==> config.mk <==
export PLATFORM = sky130hd
export DESIGN_NAME = v_calc_in
export DESIGN_NICKNAME = d
export VERILOG_FILES = /design/src/rtl/v_calc_in.sv
export SDC_FILE = /design/constraint.sdc
export NUM_CORES = 1
export LEC_CHECK = 0
export ABC_AREA = 1
export CAP_MARGIN = 5
export CORE_MARGIN = 1
export CORE_UTILIZATION = 50
export CTS_BUF_LIST = sky130_fd_sc_hd__clkbuf_4 sky130_fd_sc_hd__clkbuf_8
export DETAILED_ROUTE_END_ITERATION = 10
export GPL_ROUTABILITY_DRIVEN = 1
export PLACE_DENSITY = 0.75
export SLEW_MARGIN = 20
export SYNTH_ARGS = -nofsm -noshare
export SYNTH_HDL_FRONTEND = slang
export SYNTH_SLANG_ARGS = --single-unit
export TNS_END_PERCENT = 1
==> constraint.sdc <==
create_clock -name clk -period 1.4 [get_ports clk]
set_input_delay 0.14 -clock clk [delete_from_list [all_inputs] [get_ports clk]]
set_output_delay 0.14 -clock clk [all_outputs]
set_load 0.05 [all_outputs]
==> src/rtl/v_calc_in.sv <==
// v_calc_in: calculator input front-end (sync, debounce, operand/op regs).
// Optional debounce counters: define V_CALC_IN_DEBOUNCE_EN.
module v_calc_in #(
  parameter int               CNT_W      = 20,
  parameter logic [CNT_W-1:0] DEB_CYCLES = 20'd1_000_000
) (
  input  logic       clk,
  input  logic       rst_n,
  input  logic [7:0] sw,
  input  logic [4:0] btn,
  output logic [6:0] a_o,
  output logic [6:0] b_o,
  output logic [2:0] op_o,
  output logic       ready_o,
  output logic       go_o,
  output logic       err_o
);

  typedef enum logic [1:0] {
    EMPTY   = 2'd0,
    PARTIAL = 2'd1,
    READY   = 2'd2
  } st_t;

  logic [7:0] sw_s1, sw_s2;
  logic [4:0] btn_s1, btn_s2;
  logic [4:0] deb, deb_q, rise, ev;
  st_t        st_q, st_n;
  logic       av_q, bv_q, av_n, bv_n;
  logic [6:0] a_n, b_n;
  logic [2:0] op_n;
  logic       go_n, clr, all_v;

  // two-flop synchronisers for switches and buttons
  always_ff @(posedge clk or negedge rst_n) begin
    if (!rst_n) begin
      sw_s1  <= '0;
      sw_s2  <= '0;
      btn_s1 <= '0;
      btn_s2 <= '0;
    end else begin
      sw_s1  <= sw;
      sw_s2  <= sw_s1;
      btn_s1 <= btn;
      btn_s2 <= btn_s1;
    end
  end

`ifdef V_CALC_IN_DEBOUNCE_EN
  localparam logic [CNT_W-1:0] DEB_MAX = DEB_CYCLES - 1'b1;

  logic [CNT_W-1:0] cnt [5];

  // per-button counter; level follows sync only after a stable run
  always_ff @(posedge clk or negedge rst_n) begin
    if (!rst_n) begin
      deb <= '0;
      for (int i = 0; i < 5; i++) cnt[i] <= '0;
    end else begin
      for (int i = 0; i < 5; i++) begin
        if (btn_s2[i] == deb[i]) begin
          cnt[i] <= '0;
        end else if (cnt[i] == DEB_MAX) begin
          deb[i] <= btn_s2[i];
          cnt[i] <= '0;
        end else begin
          cnt[i] <= cnt[i] + 1'b1;
        end
      end
    end
  end
`else
  logic unused_deb;
  assign unused_deb = ^DEB_CYCLES;
  assign deb = btn_s2;
`endif

  // lowest-index rising edge wins, the rest are dropped
  assign rise = deb & ~deb_q;

  // press detection and single-event register
  always_ff @(posedge clk or negedge rst_n) begin
    if (!rst_n) begin
      deb_q <= '0;
      ev    <= '0;
    end else begin
      deb_q <= deb;
      ev    <= rise & (~rise + 5'd1);
    end
  end

  assign clr = ev[0] && (sw_s2 == 8'hFF);

  // next operands, op, state and go for the current event
  always_comb begin
    a_n   = a_o;
    b_n   = b_o;
    op_n  = op_o;
    av_n  = av_q;
    bv_n  = bv_q;
    st_n  = st_q;
    go_n  = 1'b0;
    all_v = 1'b0;
    if (clr) begin
      a_n  = '0;
      b_n  = '0;
      op_n = '0;
      av_n = 1'b0;
      bv_n = 1'b0;
      st_n = EMPTY;
    end else begin
      unique case (1'b1)
        ev[0]: begin
          if (sw_s2[7]) begin
            b_n  = sw_s2[6:0];
            bv_n = 1'b1;
          end else begin
            a_n  = sw_s2[6:0];
            av_n = 1'b1;
          end
        end
        ev[1]: op_n = 3'd1;
        ev[2]: op_n = 3'd2;
        ev[3]: op_n = 3'd3;
        ev[4]: op_n = (op_o == 3'd4) ? 3'd5 : 3'd4;
        default: ;
      endcase
      all_v = av_n && bv_n && (op_n != 3'd0);
      unique case (st_q)
        EMPTY:   if (|ev) st_n = all_v ? READY : PARTIAL;
        PARTIAL: if (all_v) st_n = READY;
        READY:   st_n = READY;
        default: st_n = EMPTY;
      endcase
      go_n = (|ev) && (st_n == READY);
    end
  end

  // state, operand registers and registered status outputs
  always_ff @(posedge clk or negedge rst_n) begin
    if (!rst_n) begin
      st_q    <= EMPTY;
      a_o     <= '0;
      b_o     <= '0;
      op_o    <= '0;
      av_q    <= 1'b0;
      bv_q    <= 1'b0;
      ready_o <= 1'b0;
      go_o    <= 1'b0;
      err_o   <= 1'b0;
    end else begin
      st_q    <= st_n;
      a_o     <= a_n;
      b_o     <= b_n;
      op_o    <= op_n;
      av_q    <= av_n;
      bv_q    <= bv_n;
      ready_o <= (st_n == READY);
      go_o    <= go_n;
      err_o   <= ((op_n == 3'd4) || (op_n == 3'd5)) && (b_n == 7'd0);
    end
  end

endmodule
## Word level (Yosys, flattened, before mapping)

Index checks and enable logic that the tools add are counted.

| operators by class | value |
|---|---|
| divide/modulo/power cells | 0 |
| bitwise gates (word level) | 4 |
| $lt $le $gt $ge | 0 |
| add/sub/neg operators | 1 |
| shift operators | 0 |
| multipliers | 0 |
| mux-type cells | 25 |
| equality and inequality tests | 9 |
| reductions and logical operators | 12 |

Operator list:

| kind | count |
|---|---|
| $mux 7 | 6 |
| $pmux 3 s4 | 1 |
| $and 5x5->5 | 2 |
| $mux 1 | 10 |
| $mux 2 | 5 |
| $not 5->5 | 2 |
| $eq 3x3->1 const B | 3 |
| $eq 8x8->1 const B | 1 |
| $logic_not 7->1 | 1 |
| $eq 2x2->1 const B | 3 |
| $mux 3 | 2 |
| $pmux 2 s3 | 1 |
| $add 5x1->5 const B | 1 |
| $logic_and 1x1->1 | 5 |
| $reduce_or 5->1 | 1 |
| $reduce_bool 3->1 | 1 |
| $eq 2x1->1 const B | 1 |
| $logic_not 2->1 | 1 |
| $ne 2x1->1 const B | 1 |
| $reduce_and 2->1 | 1 |
| $reduce_bool 2->1 | 1 |
| $logic_or 1x1->1 | 1 |

| word-level totals | value |
|---|---|
| output and inout bits | 20 |
| latch bits | 0 |
| bits in registers | 60 |
| memories | 0 |
| ROM bits | 0 |
| RAM bits | 0 |

## Depth between registers and ports, before layout

Gate-level depths: netlist of the first run.

| logic depth | value |
|---|---|
| depth after elaboration | 13 |
| mapped depth | 10 |
| depth with buffers taken out | 10 |

## Worst setup path after synthesis of the first run

Ideal clock, no wire load.

| timing path | value |
|---|---|
| path type | register to register |
| from | register op_o[0] |
| to | register ready_o |
| data arrival time | 1.237 ns |
| required time | 1.285 ns |
| stages on the path, launching flop included | 10 |
| setup time | 0.115 ns |
| setup slack | 0.048 ns |
| path through | dfrtp_1 -> nor2_1 -> nand2_1 -> nand3_1 -> nor2_1 -> nand2_1 -> nand3_2 -> nand2_2 -> nand2_2 -> inv_1 |

| between the ends | value |
|---|---|
| word-level cells in the longest chain between the ends | 12 |

RTL lines:

| element | RTL line | source |
|---|---|---|
| start, declared | 13 | `output logic [2:0] op_o,` |
| start signal, assigned | 155 | `op_o <= op_n;` |
| $eq 3x3->1 | 125 | `ev[4]: op_n = (op_o == 3'd4) ? 3'd5 : 3'd4;` |
| $mux 1 | 125 |  |
| $pmux 3 s4 (*) | 112 | `unique case (1'b1)` |
| $mux 3 (*) | 104 | `if (clr) begin` |
| $reduce_bool 3->1 (*) | 128 | `all_v = av_n && bv_n && (op_n != 3'd0);` |
| $logic_and 1x1->1 (*) | 128 |  |
| $mux 2 (2 in series) | 130 | `EMPTY: if (\|ev) st_n = all_v ? READY : PARTIAL;` |
| $pmux 2 s3 (*) | 129 | `unique case (st_q)` |
| $mux 2 (*) (2 in series) | 104 |  |
| $eq 2x2->1 (*) | 158 | `ready_o <= (st_n == READY);` |
| end signal, assigned | 158 |  |
| end, declared | 14 | `output logic ready_o,` |

Mark *: on every way between the ends. The rest lies on a longest branch, timed or not. The select of a mux whose other input is x is not followed.
A chain may end at the register's enable or synchronous reset.

## Worst setup path in the final report of the first run

| timing path | value |
|---|---|
| from | register sw_s2[7] |
| to | register err_o |

| between the ends | value |
|---|---|
| word-level cells in the longest chain between the ends | 6 |

RTL lines:

| element | RTL line | source |
|---|---|---|
| start, declared | 25 | `logic [7:0] sw_s1, sw_s2;` |
| start signal, assigned | 43 | `sw_s2 <= sw_s1;` |
| $eq 8x8->1 | 92 | `assign clr = ev[0] && (sw_s2 == 8'hFF);` |
| $logic_and 1x1->1 | 92 |  |
| $mux 3 | 104 |  |
| $eq 3x3->1 | 160 | `err_o <= ((op_n == 3'd4) \|\| (op_n == 3'd5)) && (b_n == 7'd0);` |
| $logic_or 1x1->1 | 160 |  |
| $logic_and 1x1->1 (*) | 160 |  |
| end signal, assigned | 160 |  |
| end, declared | 16 | `output logic err_o` |

Mark *: on every way between the ends. The rest lies on a longest branch, timed or not.

==> results of run 1 <==
==> kinds of logic (layout without fill, tap and decap cells) <==
| family | count (synthesis) | count (layout) | synth area share, % |
|---|---|---|---|
| AND/OR/NAND/NOR | 77 | 78 | 17.1 |
| AO/OA/AOI/OAI | 8 | 8 | 2.19 |
| multiplexers | 7 | 7 | 3.63 |
| flip-flops | 60 | 60 | 69.2 |
| buffers and inverters | 42 | 98 | 7.90 |
==> per-stage QoR <==
step                hold WS (ns)  utilization (%)  TNS [ns]  worst slack (ns)  cells
global placement           0.163             66.2         0            0.0159    283
finish                     0.245             72.8         0            0.0391    301
detailed placement         0.174             66.2         0            0.0116    283
floorplan                 -0.156                -         0            0.0475    194
CTS                        0.235             71.2         0            0.0154    298
global route               0.242             72.8   -0.0702           -0.0576    301
==> power breakdown <==
group	total, mW	internal, mW	switching [mW]
combinational	1.10	0.441	0.658
sequential	2.03	1.91	0.123
clock	1.52	0.916	0.607
total	4.65	3.26	1.39
==> layer usage <==
metal / vias up / track usage [%]
met5: - / 0
met4: 0 / 13.3
met3: 10 / 5.00
met2: 35 / 28.7
met1: 696 / 21.7
li1: 695 / -
==> flip-flops by register name, indices dropped and copies added, names as in the netlist <==
name,flops
bv_q,1
op_o,3
sw_s2,8
st_q,2
btn_s1,5
err_o,1
ev,5
btn_s2,5
sw_s1,8
go_o,1
b_o,7
deb_q,5
a_o,7
av_q,1
ready_o,1
==> cell type report <==
| cell class | count | share of cell area (%) |
|---|---|---|
| flip-flops and latches | 60 | 50.5 |
| multi-input cells | 93 | 18.3 |
| repair buffers | 44 | 17.4 |
| clock buffers | 12 | 5.34 |
| inverters | 40 | 5.22 |
| well taps | 50 | 2.10 |
| clock inverters | 2 | 1.18 |
==> cells in the final DEF (no fill, tap or decap), drive strengths merged <==
| cell | synthesis | final |
|---|---|---|
| clkdlybuf4s50 | 0 | 13 |
| nor3 | 2 | 2 |
| clkinv | 1 | 2 |
| buf | 2 | 30 |
| inv | 39 | 39 |
| dlygate4sd3 | 0 | 1 |
| o21ai | 7 | 7 |
| clkbuf | 0 | 12 |
| nand2 | 48 | 48 |
| a21oi | 1 | 1 |
| nor2 | 13 | 13 |
| bufinv | 0 | 1 |
| mux2 | 7 | 7 |
| nand4 | 1 | 2 |
| or2 | 4 | 4 |
| dfrtp | 60 | 60 |
| nand3 | 8 | 8 |
| nor4b | 1 | 1 |
==> worst register-to-register path: cells and delay by family, from the launching register on <==
kind	cells	cell delay, ns
compound gates	2	0.22
buf+inv	2	0.20
flops	1	0.41
simple gates	4	0.46
==> what timing repair did <==
| action | in CTS | in global routing |
|---|---|---|
| gates cloned | 0 | 1 |
| pin swaps | 0 | 1 |
| hold buffers | 1 | 0 |
| buffers inserted | 0 | 2 |
| setup endpoints to repair | 1 | 13 |
| endpoints found under the hold margin | 60 | 0 |
| resized for setup | 1 | 10 |
==> final timing paths <==
path	end	cells past startpoint	slack, ns	from
worst max-delay path	err_o$_DFF_PN0_	8	0.04	sw_s2[7]$_DFF_PN0_
max in group asynchronous	sw_s2[7]$_DFF_PN0_	3	0.81	rst_n
worst max register to register	err_o$_DFF_PN0_	8	0.04	sw_s2[7]$_DFF_PN0_
worst min-delay path	btn_s1[4]$_DFF_PN0_	1	0.25	btn[4]
worst min register to register	btn_s2[4]$_DFF_PN0_	0	0.34	btn_s1[4]$_DFF_PN0_
min in group asynchronous	ev[1]$_DFF_PN0_	3	0.34	rst_n
==> insert_results.sql, run 1 <==
INSERT INTO impl_metrics (metric_group, metric, value, unit) VALUES
('outcome', 'run_status', 'finished, final reports clean', ''),
('synthesis', 'ys_seq_area_share', '69.2', '%'),
('timing', 'hold_viol', '0', ''),
('floorplan', 'design.core.area', '4090', 'sq um'),
('synthesis', 'syn_area', '2170', 'sq um'),
('layout', 'area_delta_synth_final', '37.0', '%'),
('placement', 'post-dp-hpwl', '2.35', 'mm'),
('layout', 'fillCellCount', '271', ''),
('detailed_routing', 'wirelength_met1', '1.53', 'mm'),
('clocking', 'cts-root-buf', 'sky130_fd_sc_hd__clkbuf_8', ''),
('layout', 'storage_element_area', '1500', 'sq um'),
('floorplan', 'start_util', '53.1', '%'),
('detailed_routing', 'remaining_drc_errors', '0', ''),
('layout', 'finish.net_count', '263', ''),
('timing', 'worst_slew_pin_slew', '0.296', 'ns'),
('setup_path', 'crit_slowest_cell', 'sky130_fd_sc_hd__dfrtp_2', ''),
('detailed_routing', 'wl_met3', '124', 'um'),
('setup_path', 'arrival', '1.62', 'ns'),
('layout', 'multi_input_area', '543', 'sq um'),
('synthesis', 'synth_top_cells_by_area', 'sky130_fd_sc_hd__dfrtp_1, sky130_fd_sc_hd__nand2_1, sky130_fd_sc_hd__inv_1', ''),
('clocking', 'clk_latency', '0.33', 'ns'),
('placement', 'globalplace.congestion', '0.772', ''),
('floorplan', 'placement_rows', '23', ''),
('setup_path', 'worstPathCellList', 'nand2_4 > buf_6 > or2_0 > o21ai_1 > inv_2 > o21ai_2 > nand3_2 > nor2_2', ''),
('floorplan', 'num_io_pins', '35', ''),
('timing', 'post-route-min-period', '1.36', 'ns'),
('detailed_routing', 'drt_first_pass_iters', '4', ''),
('setup_path', 'cp-end-kind', 'register', ''),
('timing', 'clock_skew', '0.00871', 'ns'),
('setup_path', 'worst_path_largest_cell_delay', '0.41', 'ns'),
('detailed_routing', 'vias_per_cell', '4.77', ''),
('layout', 'final_layout_size_suffix_gt1_share', '28.7', '%'),
('synthesis', 'ys_seq_elements', '60', ''),
('clocking', 'tritoncts', 'built', ''),
('floorplan', 'die_w', '67.9', 'um'),
('setup_path', 'worst-setup-path-type', 'register to register', ''),
('synthesis', 'synthCells', '194', ''),
('layout', 'postLayoutCellArea', '2970', 'sq um'),
('detailed_routing', 'ant_nets', '0', ''),
('global_route', 'number_of_antenna_violations_at_the_first_check_in_global_routing', '0', ''),
('global_route', 'grt_max_degree', '61', ''),
('setup_path', 'startpoint_type', 'register', ''),
('flow_run', 'maxCapViolCount', '0', ''),
('detailed_routing', 'routed_wl', '3.68', 'mm'),
('timing', 'fmax', '735', 'MHz'),
('pwr', 'power_density', '1560', 'nW/um^2'),
('pwr', 'report.power.total', '4.65', 'mW'),
('synthesis', 'yosys_most_used_dff', 'sky130_fd_sc_hd__dfrtp_1', ''),
('clocking', 'cts.path.max_buffers', '2', ''),
('detailed_routing', 'dr_wl_met2', '1.92', 'mm'),
('synthesis', 'yosysWarnings', '0', ''),
('synthesis', 'mappedNetlistNets', '209', ''),
('setup_path', 'top_cell_family_by_delay_on_the_critical_path', 'simple AND/OR/NAND/NOR gates', ''),
('timing', 'rsz0062_at_grt', 'true', ''),
('detailed_routing', 'drt_iter0_drc', '47', ''),
('synthesis', 'synth.lib_cells_used.distinct', '27', ''),
('timing', 'timing.max_slew.rel_slack', '80.3', '%'),
('setup_path', 'required', '1.66', 'ns'),
('setup_path', 'critPathMaxFanout', '7', ''),
('floorplan', 'die_footprint', '4610', 'sq um'),
('clocking', 'cts_buffer_count', '9', ''),
('global_route', 'grt.total_usage', '18.3', '%'),
('placement', 'io_buffers', '34', ''),
('global_route', 'globalRoute.totalOverflow', '0', ''),
('clocking', 'clock_sink_count', '60', ''),
('detailed_routing', 'highest-signal-layer', 'met4', ''),
('pwr', 'vdd.ir_drop.worst', '0.838', 'mV'),
('synthesis', 'synth_common_cells', 'sky130_fd_sc_hd__dfrtp_1, sky130_fd_sc_hd__nand2_1, sky130_fd_sc_hd__inv_1', ''),
('global_route', 'wire_length_of_the_first_global_routing_pass', '5.73', 'mm'),
('synthesis', 'post-synth-top-area-fraction', '69.2', '%'),
('min_path', 'min_path_type', 'input port to register', '');
Note: power is estimated with default switching activity, not from simulation.
==> inputs of run 2 (changes only) <==
--- a/config.mk
+++ b/config.mk
@@ -7,12 +7,12 @@
 export LEC_CHECK = 0
 export ABC_AREA = 1
 export CAP_MARGIN = 5
-export CORE_MARGIN = 1
-export CORE_UTILIZATION = 50
+export CORE_MARGIN = 2
+export CORE_UTILIZATION = 40
 export CTS_BUF_LIST = sky130_fd_sc_hd__clkbuf_4 sky130_fd_sc_hd__clkbuf_8
 export DETAILED_ROUTE_END_ITERATION = 10
 export GPL_ROUTABILITY_DRIVEN = 1
-export PLACE_DENSITY = 0.75
+export PLACE_DENSITY = 0.64
 export SLEW_MARGIN = 20
 export SYNTH_ARGS = -nofsm -noshare
 export SYNTH_HDL_FRONTEND = slang
==> insert_results.sql, run 2 (synthesis gave the netlist of run 1 again) <==
INSERT INTO impl_metrics (metric_group, metric, value, unit) VALUES
('placement', 'io_buffers', '34', ''),
('layout', 'finish.net_count', '264', ''),
('min_path', 'min_path_type', 'input port to register', ''),
('pwr', 'power_density', '1540', 'nW/um^2'),
('setup_path', 'worst-setup-path-type', 'register to register', ''),
('layout', 'fin_util', '59.6', '%'),
('floorplan', 'num_io_pins', '35', ''),
('setup_path', 'reg2reg_slack', '0.03', 'ns'),
('floorplan', 'start_util', '42.0', '%'),
('detailed_routing', 'drt_first_pass_iters', '4', ''),
('floorplan', 'die_w', '77.7', 'um'),
('timing', 'final-max-slew-violation-count', '0', ''),
('detailed_routing', 'routed_wl', '3.67', 'mm'),
('timing', 'post-route-min-period', '1.37', 'ns'),
('layout', 'multi_input_area', '532', 'sq um'),
('detailed_routing', 'route.vias.total', '1403', ''),
('detailed_routing', 'drt_iter0_drc', '47', ''),
('layout', 'fillCellCount', '427', ''),
('clocking', 'clk_pin_slew_worst_setup_hold_paths', '0.06', 'ns'),
('timing', 'fmax', '731', 'MHz'),
('global_route', 'globalRoute.totalOverflow', '0', ''),
('global_route', 'grt_max_degree', '61', ''),
('floorplan', 'design.core.area', '5170', 'sq um'),
('timing', 'clock_skew', '0.00859', 'ns'),
('floorplan', 'die_h', '77.7', 'um'),
('pwr', 'static-leakage-power', '1.58', 'nW'),
('setup_path', 'critPathMaxFanout', '5', ''),
('floorplan', 'die_footprint', '6030', 'sq um'),
('timing', 'timing.max_slew.rel_slack', '80.0', '%'),
('clocking', 'cts-root-buf', 'sky130_fd_sc_hd__clkbuf_8', ''),
('detailed_routing', 'remaining_drc_errors', '0', ''),
('timing', 'tns', '0', 'ns'),
('timing', 'worst_slew_pin_slew', '0.300', 'ns'),
('clocking', 'tritoncts', 'built', ''),
('detailed_routing', 'ant_nets', '0', ''),
('layout', 'largest_registers', 'sw_s1 (8), sw_s2 (8)', ''),
('layout', 'area_delta_synth_final', '41.9', '%'),
('placement', 'post-dp-hpwl', '2.34', 'mm'),
('layout', 'storage_element_area', '1500', 'sq um'),
('setup_path', 'required', '1.63', 'ns'),
('layout', 'num_antenna_cells', '0', ''),
('placement', 'placement.setup.worst_slack', '0.0493', 'ns'),
('placement', 'globalplace.congestion', '0.779', ''),
('layout', 'layout.cells.most_common_list', 'sky130_fd_sc_hd__dfrtp_1, sky130_fd_sc_hd__nand2_1, sky130_fd_sc_hd__inv_1', ''),
('detailed_routing', 'vias_per_cell', '4.34', ''),
('timing', 'worst_hold_slack', '0.244', 'ns'),
('layout', 'postLayoutCellArea', '3080', 'sq um'),
('setup_path', 'worst_setup_path_startpoint', 'sw_s2[3]$_DFF_PN0_', ''),
('setup_path', 'cp-end-kind', 'register', ''),
('clocking', 'clock_sink_count', '60', ''),
('setup_path', 'worst_r2r_startpoint', 'sw_s2[3]$_DFF_PN0_', ''),
('layout', 'final_common_cell', 'sky130_fd_sc_hd__dfrtp_1', ''),
('setup_path', 'startpoint_type', 'register', ''),
('setup_path', 'arrival', '1.60', 'ns'),
('clocking', 'cts_buffer_count', '9', ''),
('floorplan', 'placement_rows', '26', ''),
('global_route', 'number_of_antenna_violations_at_the_first_check_in_global_routing', '0', ''),
('clocking', 'clk_latency', '0.33', 'ns'),
('placement', 'dpl_cell_area', '2810', 'sq um'),
('outcome', 'run_status', 'finished, final reports clean', ''),
('timing', 'layout_worst_path_cycle_share', '97.7', '%'),
('global_route', 'via_count_of_the_first_global_routing_pass', '1418', ''),
('clocking', 'maximum_level_of_the_cts_h_tree', '3', ''),
('timing', 'rsz0062_at_grt', 'true', ''),
('detailed_routing', 'detail_route.wl_per_cell', '11.3', 'um'),
('min_path', 'hold_path.startpoint', 'btn[4]', ''),
('clocking', 'cts.path.max_buffers', '2', ''),
('timing', 'setup_violations', '0', ''),
('global_route', 'grt.total_usage', '13.8', '%'),
('flow_run', 'maxCapViolCount', '0', ''),
('global_route', 'wire_length_of_the_first_global_routing_pass', '6.24', 'mm'),
('timing', 'hold_viol', '0', ''),
('timing', 'setup_ws', '0.0316', 'ns'),
('layout', 'final_layout_size_suffix_gt1_share', '28.9', '%'),
('pwr', 'vdd.ir_drop.worst', '0.904', 'mV');
==> run 2: cell types whose count changed in the layout (fill, tap and decap cells not counted), sizes merged <==
cell / before / now
clkbuf: 12 / 13
buf: 30 / 31
==> run 2: per-stage QoR <==
step	std cells	total power, mW
after floorplan	194	2.65
after global placement	302	3.23
after detailed placement	302	3.24
after CTS	318	4.77
after global routing	323	4.97
final	323	4.75
==> run 2: repair_timing <==
| item | in CTS | in global routing |
|---|---|---|
| hold endpoints to repair | 60 | 0 |
| buffers inserted | 0 | 3 |
| hold buffers | 1 | 0 |
| setup endpoints to repair | 0 | 5 |
| resized for setup | 0 | 8 |
==> run 2: worst paths after layout <==
path / to / cells after the start
max: a_o[1]$_DFFE_PN0P_ / 7
min reg2reg: btn_s2[2]$_DFF_PN0_ / 0
min in group asynchronous: b_o[1]$_DFF_PN0_ / 3
max reg2reg: a_o[1]$_DFFE_PN0P_ / 7
max in group asynchronous: a_o[5]$_DFFE_PN0P_ / 3
min: btn_s1[4]$_DFF_PN0_ / 1
==> run 2: cell type report <==
cell class                 instances  share of cell area, %
clock buffer                      13                   5.20
tap                               70                   2.84
timing repair buffer              45                   19.8
sequential                        60                   48.7
multi-input combinational         93                   17.3
clock inverter                     2                   1.14
inverter                          40                   5.04
==> run 2: worst max-delay path, stage by stage, from the launching register on <==
cell and delay, ns:
sky130_fd_sc_hd__dfrtp_1 0.37, sky130_fd_sc_hd__inv_2 0.06, sky130_fd_sc_hd__nor3_4 0.26, sky130_fd_sc_hd__nand4_4 0.18, sky130_fd_sc_hd__buf_4 0.17, sky130_fd_sc_hd__buf_4 0.13, sky130_fd_sc_hd__nand2_1 0.06, sky130_fd_sc_hd__inv_1 0.03
==> run 2: report_power, final <==
group	leakage (nW)	internal, mW	total, mW	switching [mW]
Combinational	0.770	0.525	1.17	0.646
Clock	0.104	0.918	1.53	0.608
Sequential	0.709	1.91	2.05	0.145
==> run 2: routing by layer <==
| layer | track usage, % | wire [um] | vias to the layer above |
|---|---|---|---|
| li1 | - | - | 694 |
| met1 | 16.9 | 1700 | 667 |
| met2 | 20.5 | 1670 | 35 |
| met3 | 5.23 | 218 | 7 |
| met4 | 8.57 | 74 | 0 |
| met5 | 0 | 0 | - |
==> inputs of run 3 (changes only) <==
--- a/config.mk
+++ b/config.mk
@@ -13,6 +13,7 @@
 export DETAILED_ROUTE_END_ITERATION = 10
 export GPL_ROUTABILITY_DRIVEN = 1
 export PLACE_DENSITY = 0.64
+export SKIP_CTS_REPAIR_TIMING = 1
 export SLEW_MARGIN = 20
 export SYNTH_ARGS = -nofsm -noshare
 export SYNTH_HDL_FRONTEND = slang
==> insert_results.sql, run 3 (synthesis gave the netlist of run 1 again) <==
INSERT INTO impl_metrics (metric_group, metric, value, unit) VALUES
('detailed_routing', 'drt_iter0_drc', '55', ''),
('setup_path', 'arrival', '1.60', 'ns'),
('timing', 'timing.max_slew.rel_slack', '80.0', '%'),
('timing', 'layout_worst_path_cycle_share', '97.8', '%'),
('layout', 'largest_registers', 'sw_s1 (8), sw_s2 (8)', ''),
('global_route', 'grt.total_usage', '13.8', '%'),
('placement', 'globalplace.congestion', '0.779', ''),
('setup_path', 'crit_slowest_cell', 'sky130_fd_sc_hd__dfrtp_1', ''),
('timing', 'tns', '0', 'ns'),
('detailed_routing', 'vias_per_cell', '4.35', ''),
('detailed_routing', 'drt_first_pass_iters', '4', ''),
('layout', 'final_layout_size_suffix_gt1_share', '28.9', '%'),
('floorplan', 'die_w', '77.7', 'um'),
('floorplan', 'die_h', '77.7', 'um'),
('layout', 'final_common_cell', 'sky130_fd_sc_hd__dfrtp_1', ''),
('placement', 'post-dp-hpwl', '2.34', 'mm'),
('setup_path', 'top_cell_family_by_delay_on_the_critical_path', 'simple AND/OR/NAND/NOR gates', ''),
('floorplan', 'placement_rows', '26', ''),
('placement', 'dpl_cell_area', '2810', 'sq um'),
('timing', 'worst_hold_slack', '0.244', 'ns'),
('setup_path', 'startpoint_type', 'register', ''),
('layout', 'postLayoutCellArea', '3080', 'sq um'),
('detailed_routing', 'routed_wl', '3.66', 'mm'),
('setup_path', 'critPathMaxFanout', '5', ''),
('timing', 'worst_slew_pin_slew', '0.300', 'ns'),
('global_route', 'globalRoute.totalOverflow', '0', ''),
('clocking', 'cts-root-buf', 'sky130_fd_sc_hd__clkbuf_8', ''),
('detailed_routing', 'route.vias.total', '1405', ''),
('setup_path', 'cp-end-kind', 'register', ''),
('setup_path', 'timing.critical_path.mode_cell', 'sky130_fd_sc_hd__buf_4', ''),
('setup_path', 'worst_path_largest_cell_delay', '0.37', 'ns'),
('pwr', 'vdd.ir_drop.worst', '0.900', 'mV'),
('setup_path', 'required', '1.63', 'ns'),
('clocking', 'clock_sink_count', '60', ''),
('detailed_routing', 'detail_route.wl_per_cell', '11.3', 'um'),
('global_route', 'wire_length_of_the_first_global_routing_pass', '6.24', 'mm'),
('timing', 'setup_ws', '0.0308', 'ns'),
('setup_path', 'worst-setup-path-type', 'register to register', ''),
('clocking', 'clk_latency', '0.33', 'ns'),
('floorplan', 'start_util', '42.0', '%'),
('placement', 'io_buffers', '34', ''),
('global_route', 'number_of_antenna_violations_at_the_first_check_in_global_routing', '0', ''),
('floorplan', 'design.core.area', '5170', 'sq um'),
('timing', 'final-max-slew-violation-count', '0', ''),
('global_route', 'grt_max_degree', '61', ''),
('timing', 'setup_violations', '0', ''),
('clocking', 'cts.path.max_buffers', '2', ''),
('floorplan', 'die_footprint', '6030', 'sq um'),
('layout', 'fin_util', '59.6', '%'),
('layout', 'num_antenna_cells', '0', ''),
('timing', 'clock_skew', '0.00859', 'ns'),
('flow_run', 'maxCapViolCount', '0', ''),
('clocking', 'tritoncts', 'built', ''),
('clocking', 'maximum_level_of_the_cts_h_tree', '3', ''),
('setup_path', 'timing.critical_path.buf_inv', '4', ''),
('placement', 'placement.setup.worst_slack', '0.0493', 'ns'),
('layout', 'fillCellCount', '427', ''),
('clocking', 'clk_pin_slew_worst_setup_hold_paths', '0.06', 'ns'),
('layout', 'area_delta_synth_final', '41.9', '%'),
('setup_path', 'worstPathCellList', 'inv_2 > nor3_4 > nand4_4 > buf_4 > buf_4 > nand2_1 > inv_1', ''),
('detailed_routing', 'ant_nets', '0', ''),
('timing', 'hold_viol', '0', ''),
('timing', 'post-route-min-period', '1.37', 'ns'),
('layout', 'layout.cells.most_common_list', 'sky130_fd_sc_hd__dfrtp_1, sky130_fd_sc_hd__nand2_1, sky130_fd_sc_hd__inv_1', ''),
('clocking', 'cts_buffer_count', '9', ''),
('layout', 'finish.net_count', '264', ''),
('timing', 'fmax', '730', 'MHz'),
('timing', 'rsz0062_at_grt', 'true', ''),
('global_route', 'via_count_of_the_first_global_routing_pass', '1418', ''),
('pwr', 'power_density', '1540', 'nW/um^2'),
('floorplan', 'num_io_pins', '35', ''),
('pwr', 'static-leakage-power', '1.58', 'nW'),
('min_path', 'min_path_type', 'input port to register', ''),
('outcome', 'run_status', 'finished, final reports clean', ''),
('detailed_routing', 'remaining_drc_errors', '0', '');
-- run 3: cell counts in the layout (fill, tap and decap cells not counted) --
No cell type changed its count.
-- run 3: per-layer routing --
| layer | global-route usage, % | vias to the layer above | share of wire (%) |
|---|---|---|---|
| li1 | - | 695 | - |
| met1 | 16.9 | 666 | 46 |
| met2 | 20.5 | 37 | 46 |
| met3 | 5.23 | 7 | 6.1 |
| met4 | 8.57 | 0 | 2.0 |
| met5 | 0 | - | 0 |
-- run 3: worst paths after layout --
| path | startpoint | slack, ns | to | cells after the start |
|---|---|---|---|---|
| setup / recovery | sw_s2[3]$_DFF_PN0_ | 0.03 | a_o[1]$_DFFE_PN0P_ | 7 |
| hold / removal | btn[4] | 0.24 | btn_s1[4]$_DFF_PN0_ | 1 |
| setup reg to reg | sw_s2[3]$_DFF_PN0_ | 0.03 | a_o[1]$_DFFE_PN0P_ | 7 |
| hold reg to reg | btn_s1[2]$_DFF_PN0_ | 0.35 | btn_s2[2]$_DFF_PN0_ | 0 |
| max in group asynchronous | rst_n | 0.81 | a_o[5]$_DFFE_PN0P_ | 3 |
| min in group asynchronous | rst_n | 0.35 | b_o[1]$_DFF_PN0_ | 3 |
-- run 3: power breakdown --
group / switching (mW) / internal (mW) / total [mW]
logic: 0.646 / 0.525 / 1.17
registers: 0.145 / 1.91 / 2.05
clock network: 0.607 / 0.918 / 1.52
-- run 3: per-stage QoR --
step | power [mW] | instances
3_3_place_gp | 3.23 | 302
3_5_place_dp | 3.24 | 302
2_1_floorplan | 2.65 | 194
6_report | 4.75 | 323
5_1_grt | 4.97 | 323
4_1_cts | 4.77 | 317
-- run 3: cell type report --
cell class	instances	area (sq um)	share of cell area (%)
flip-flops and latches	60	1500	48.7
repair buffers	45	609	19.8
multi-input cells	93	532	17.3
clock buffers	13	160	5.20
inverters	40	155	5.04
well taps	70	87.6	2.84
clock inverters	2	35.0	1.14
